===== src/rtl/uart_alu_interface.sv =====
// Collects operand A, operand B and opcode bytes from the UART receiver, latches the ALU result
// and hands it to the transmitter. Define INTERFACE_TIMEOUT_EN to abandon frames stalled between bytes.
module uart_alu_interface #(
  parameter int NB_DATA        = 8,
  parameter int NB_OP          = 6,
  parameter int TIMEOUT_CYCLES = 1000000
) (
  input  logic               clk,
  input  logic               i_rst,
  input  logic [NB_DATA-1:0] i_rx_data,
  input  logic               i_rx_done,
  input  logic [NB_DATA-1:0] i_alu_result,
  input  logic               i_tx_done,
  output logic [NB_DATA-1:0] o_data_a,
  output logic [NB_DATA-1:0] o_data_b,
  output logic [NB_OP-1:0]   o_op,
  output logic [NB_DATA-1:0] o_tx_data,
  output logic               o_tx_start,
  output logic               o_busy
);

  localparam logic [2:0] S_WAIT_A  = 3'd0;
  localparam logic [2:0] S_WAIT_B  = 3'd1;
  localparam logic [2:0] S_WAIT_OP = 3'd2;
  localparam logic [2:0] S_COMPUTE = 3'd3;
  localparam logic [2:0] S_SEND    = 3'd4;
  localparam logic [2:0] S_WAIT_TX = 3'd5;

  logic [2:0] state;
  logic       rx_done_d;
  logic       tx_done_d;
  logic       rx_accept;
  logic       tx_fin;
  logic       timeout_hit;

  // Both completion flags are levels; only their rising edges count as events.
  assign rx_accept = i_rx_done & ~rx_done_d;
  assign tx_fin    = i_tx_done & ~tx_done_d;

  always_ff @(posedge clk) begin
    if (i_rst) begin
      rx_done_d <= 1'b0;
      tx_done_d <= 1'b0;
    end else begin
      rx_done_d <= i_rx_done;
      tx_done_d <= i_tx_done;
    end
  end

`ifdef INTERFACE_TIMEOUT_EN
  localparam int CNT_W = (TIMEOUT_CYCLES > 1) ? $clog2(TIMEOUT_CYCLES) : 1;

  logic [CNT_W-1:0] timeout_cnt;
  logic             mid_frame;

  assign mid_frame   = (state == S_WAIT_B) || (state == S_WAIT_OP);
  assign timeout_hit = mid_frame && (timeout_cnt == CNT_W'(TIMEOUT_CYCLES - 1));

  // Counts idle cycles between bytes of a partial frame; any accept restarts the wait.
  always_ff @(posedge clk) begin
    if (i_rst) begin
      timeout_cnt <= '0;
    end else if (mid_frame && !rx_accept && !timeout_hit) begin
      timeout_cnt <= timeout_cnt + 1'b1;
    end else begin
      timeout_cnt <= '0;
    end
  end
`else
  localparam int unused_timeout_cycles = TIMEOUT_CYCLES;
  assign timeout_hit = 1'b0;
`endif

  // The opcode only uses the low bits of the third byte.
  logic unused_rx_bits;
  assign unused_rx_bits = &{1'b0, i_rx_data[NB_DATA-1:NB_OP]};

  always_ff @(posedge clk) begin
    if (i_rst) begin
      state      <= S_WAIT_A;
      o_data_a   <= '0;
      o_data_b   <= '0;
      o_op       <= '0;
      o_tx_data  <= '0;
      o_tx_start <= 1'b0;
      o_busy     <= 1'b0;
    end else begin
      o_tx_start <= 1'b0;
      case (state)
        S_WAIT_A: begin
          if (rx_accept) begin
            o_data_a <= i_rx_data;
            state    <= S_WAIT_B;
          end
        end
        S_WAIT_B: begin
          if (rx_accept) begin
            o_data_b <= i_rx_data;
            state    <= S_WAIT_OP;
          end else if (timeout_hit) begin
            state <= S_WAIT_A;
          end
        end
        S_WAIT_OP: begin
          if (rx_accept) begin
            o_op  <= i_rx_data[NB_OP-1:0];
            state <= S_COMPUTE;
          end else if (timeout_hit) begin
            state <= S_WAIT_A;
          end
        end
        // Operands settled during the previous cycle, so the ALU output is stable here.
        S_COMPUTE: begin
          o_tx_data <= i_alu_result;
          o_busy    <= 1'b1;
          state     <= S_SEND;
        end
        S_SEND: begin
          o_tx_start <= 1'b1;
          state      <= S_WAIT_TX;
        end
        S_WAIT_TX: begin
          if (tx_fin) begin
            o_busy <= 1'b0;
            state  <= S_WAIT_A;
          end
        end
        default: state <= S_WAIT_A;
      endcase
    end
  end

endmodule


===== config.mk =====
export PLATFORM = sky130hd
export DESIGN_NAME = uart_alu_interface
export DESIGN_NICKNAME = d
export VERILOG_FILES = /design/src/rtl/uart_alu_interface.sv
export SDC_FILE = /design/constraint.sdc
export NUM_CORES = 1
export LEC_CHECK = 0
export CAP_MARGIN = 20
export CORE_ASPECT_RATIO = 0.9
export CORE_UTILIZATION = 30
export DETAILED_ROUTE_END_ITERATION = 10
export PLACE_DENSITY_LB_ADDON = 0.1
export SETUP_SLACK_MARGIN = 0.4
export SLEW_MARGIN = 40
export SYNTH_ARGS = -nofsm -noshare
export SYNTH_HDL_FRONTEND = slang
export SYNTH_SLANG_ARGS = --single-unit

===== constraint.sdc =====
create_clock -name clk -period 2.08 [get_ports clk]
set_clock_uncertainty 0.05 [all_clocks]
set_input_delay 0.52 -clock clk [delete_from_list [all_inputs] [get_ports clk]]
set_output_delay 0.52 -clock clk [all_outputs]
set_load 0.01 [all_outputs]

Word level (Yosys, flattened, before mapping)
Cells that the tools add are included.
Widths: inputs -> output; s select.
- eq/ne operators: 9
- multiplexer cells: 8
- bitwise gates (word level): 4
- reduce and logical (&&, ||, !) cells: 7
- operators with widths (operator ; count):
    $pmux 3 s6 ; 1
    $mux 3 ; 4
    $ne 2x2->1 const B ; 4
    $reduce_and 2->1 ; 4
    $eq 3x2->1 const B ; 2
    $eq 3x3->1 const B ; 2
    $reduce_and 4->1 ; 1
    $eq 3x1->1 const B ; 1
    $logic_not 3->1 ; 1
    $and 1x1->1 ; 2
    $mux 1 ; 2
    $not 1->1 ; 2
    $pmux 1 s2 ; 1
    $reduce_bool 2->1 ; 1
- register bits: 37
- input bits: 20
- output and inout bits: 32
- logic and storage cells: 37

Depth between registers and ports, before layout
- word-level depth: 4
- depth in mapped cells: 5
- depth with buffers taken out: 3

Worst setup path before layout
No wires, ideal clock.
- path type: input port to flip-flop
- start: in i_rx_done
- end: reg o_data_a[3]
- library setup time: 0.119 ns
- arrival time: 1.450 ns
- required time: 1.911 ns
- setup slack: 0.461 ns
- stages: 4
- path buffers: 1
- path through: or3b_4 or3_1 buf_2 mux2i_1
- cells in the longest elaborated chain, start to end: 2
- RTL lines (what ; RTL line ; source):
    from (decl) ; 11 ; input logic i_rx_done,
    $and 1x1->1 ; 37 ; assign rx_accept = i_rx_done & ~rx_done_d;
    $reduce_and 2->1 (no source line) ; n/a ;
    to (signal assigned) ; 92 ; o_data_a <= i_rx_data;
    to (decl) ; 14 ; output logic [NB_DATA-1:0] o_data_a,
No other way between the ends.
A chain may end at the register's enable or synchronous reset.

Final worst setup path
- start: in i_rx_done
- end: reg o_data_a[7]
The elaborated chain is that of the path after synthesis.

==> implementation parameters <==
Parameter                              Value

Die
  Std-Cell Rows    23
  Initial Utilization    between 30% and 40%
  Placeable core region    4604 um2
  Width of the chip    76.29 um
  I/O pins    52
  Die area    5253 um2
  Vert. Die Dim    68.86 um

Final layout
  Layout cells sized above 1    under 10%
  Number of fill cells in the layout    between 400 and 500
  Finished Core Util    47.83%
  Final net count    about 230
  Synth-to-layout area growth    47.77%
  Antenna cells    0

GRT
  Global-route usage over all layers    ~15%
  Pin count of the biggest net entering global routing    46
  First-pass GRT wire length    roughly 5700 um
  Initial antenna violation count    0
  Sum of overflow across all layers after global routing    0
  Vias in the first global route    roughly 1200

Logic synthesis
  Register bit total from synthesis    37
  Cells after Synth    154
  Area of the mapped netlist    approximately 1500 um2
  Synth warn    0
  Mean Syn Cell Area    9.676 um2
  Net count after synthesis    about 170
  Sequential fraction of the synthesis area    approximately 50%
  Post-synth cell types    24

Power and ir drop
  Leakage power figure    1.021 nW
  Maximum VDD drop    slightly below 0.0006 V
  Post-layout power    1.713 mW
  Power density normalized to cell area    777.8 nW/um2

Worst setup path
  R2R Path End    o_data_a[7]
  Worst Path Required    ~2.3 ns
  Type of element capturing the critical path    flop
  Startpoint type of the worst setup path    input pin
  Worst reg2reg setup slack    0.53 ns
  Worst Setup Path Type    input pin to flop
  Startpoint of the worst-slack reg-to-reg timing path    state[2]
  Worst-path fanout max    4
  Arrival time of the worst setup path    1.78 ns
  Depth of the worst register-to-register path    5

STA
  Transition time of the tightest slew-check pin    between 0.3 and 0.4 ns
  RSZ-0062 raised after global routing    false
  Minimum clock period after layout    roughly 1.6 ns
  Accumulated negative setup slack    0 ns
  Worst relative slew slack    74.96%
  Share of the cycle needed by the critical path after routing    77.16%
  Hold Fails Final Rpt    0
  Max Clk Rate    0.6231 GHz
  Slew Viols, Final    0
  Number of endpoints failing setup at the final stage    0

Clocking
  Clk sinks    37
  Clock root buffer    sky130_fd_sc_hd__clkbuf_8
  Clock transition at the registers of the reported paths    0.08 ns
  Longest Clk Path Bufs    2
  Skew-Pair Late Insertion Delay    0.29 ns
  Clock tree from TritonCTS    yes
  H-tree lvl count    2
  CTS Buf Count    5

Route
  Violation count after the first detailed-routing iteration    67
  Average via count per standard cell    around 4.6
  Count of vias placed by the detailed router    1239
  Final antenna-violating net count    0
  Number of DRC violations after detailed routing    0
  Detailed Routing Iterations Pass 1    4
  Wirelength per Cell    13.53 um
  Total wire length    3680 um

Placement
  Routability-driven placement congestion ratio    0.7735
  Detailed placer's ending HPWL    2559 um
  Number of buffers added on ports    51

Outcome
  Result of the run    completed

Flow run
  Max-cap violations    0

Hold path
  Tightest Hold Check Type    flop to flop
  Worst min-delay path endpoint    o_tx_data[6]
  Hold_sp    o_tx_data[6]
  Cell depth of the worst hold path    2
[worst max-delay path by stage]
stage             endpoint       from  depth (start not counted)  slack [ns]
6_report       o_data_a[7]  i_rx_done                          6        0.48
5_1_grt        o_data_b[4]  i_rx_done                          6        0.41
4_1_cts        o_data_b[5]  i_rx_done                          6        0.49
3_5_place_dp   o_data_a[5]  i_rx_done                          4        -0.1
3_3_place_gp   o_data_a[6]  i_rx_done                          4       -0.08
2_1_floorplan  o_data_a[3]  i_rx_done                          4        0.46
[sequential cells by signal (all words and copies together), names as in the netlist]
| register | count |
|---|---|
| tx_done_d | 1 |
| o_tx_data | 8 |
| o_data_b | 8 |
| o_data_a | 8 |
| o_op | 6 |
| o_tx_start | 1 |
| o_busy | 1 |
| rx_done_d | 1 |
| state | 3 |
[through the flow]
step / instances / hold slack [ns] / cell area (um2) / setup slack [ns]
global route: 272 / 0.4307 / 2202 / 0.4131
CTS: 272 / 0.4072 / 2201 / 0.4875
finish: 272 / 0.4032 / 2202 / 0.4750
floorplan: 154 / 0.4305 / 1490 / 0.4609
detailed placement: 264 / 0.3977 / 2103 / -0.09674
global placement: 264 / 0.3907 / 2103 / -0.07783
[cells by family after synthesis]
group	synth area share, %
compound gates	5.458
simple gates	26.87
buf+inv	3.191
mux	14.78
flops	49.71
[worst max-delay path: stages]
cell                            delay (ns)
sky130_fd_sc_hd__dlygate4sd2_1        0.24
sky130_fd_sc_hd__or3b_4               0.39
sky130_fd_sc_hd__buf_4                0.15
sky130_fd_sc_hd__nor3_2               0.13
sky130_fd_sc_hd__buf_4                0.17
sky130_fd_sc_hd__mux2i_1              0.18
[per-layer routing]
metal	global-route usage (%)	vias to the layer above	wire, um
li1	-	623	-
met1	17.43	582	1707
met2	23.99	32	1748
met3	5.789	2	202
met4	5.048	0	22
met5	0	-	0
[layout make-up]
type | instances | area (um2) | area share [%]
clock buffer | 5 | 68.82 | 3.125
clock inverter | 3 | 65.06 | 2.955
inverter | 2 | 7.507 | 0.3409
multi-input combinational | 105 | 706.9 | 32.10
sequential | 37 | 742.0 | 33.69
tap | 62 | 77.57 | 3.523
timing repair buffer | 58 | 534.3 | 24.26
[cells in the mapped netlist (all sizes together)]
master,instances,area [um2]
inv,2,7.510
and2,1,6.260
nand3,8,40.04
buf,3,13.76
o31ai,1,7.510
nand2,10,37.54
nor2,2,7.510
dfxtp,37,740.7
nand4b,1,8.760
nand3b,1,7.510
nor3b,1,7.510
o21ai,2,10.01
a22oi,1,7.510
nand2b,32,200.2
a21oi,10,50.05
nor3,4,30.03
mux2i,22,220.2
or3b,1,11.26
or3,1,6.260
a31oi,1,6.260
clkbuf,7,26.28
nor2b,6,37.54
[what timing repair did]
action | CTS | global route
hold buffers | 0 | 0
setup endpoints to repair | 54 | 8
cloned | 0 | 0
setup buffers | 0 | 0
endpoints found under the hold margin | 0 | 0
gates resized for setup | 34 | 1
[layout by cell type (no fill, tap or decap), types with 2 or more instances in the layout]
cell / synthesis / final
sky130_fd_sc_hd__nor2b_1: 6 / 6
sky130_fd_sc_hd__nor3_1: 2 / 2
sky130_fd_sc_hd__clkbuf_8: 0 / 5
sky130_fd_sc_hd__nor3_2: 2 / 2
sky130_fd_sc_hd__dfxtp_1: 37 / 36
sky130_fd_sc_hd__dlygate4sd2_1: 0 / 33
sky130_fd_sc_hd__nand3_1: 8 / 8
sky130_fd_sc_hd__nand2_1: 10 / 10
sky130_fd_sc_hd__o21ai_0: 2 / 2
sky130_fd_sc_hd__mux2i_1: 22 / 22
sky130_fd_sc_hd__inv_1: 2 / 2
sky130_fd_sc_hd__clkdlybuf4s50_1: 0 / 18
sky130_fd_sc_hd__bufinv_16: 0 / 2
sky130_fd_sc_hd__a21oi_1: 10 / 10
sky130_fd_sc_hd__buf_4: 0 / 6
sky130_fd_sc_hd__nor2_1: 2 / 2
sky130_fd_sc_hd__nand2b_1: 32 / 32
[report_power, final]
group          internal [mW]  total (mW)  switching [mW]
registers              0.737       0.763          0.0264
clock network          0.477       0.745           0.268
logic                  0.114       0.204          0.0900
total                   1.33        1.71           0.385
(Power assumes the default switching activity.)
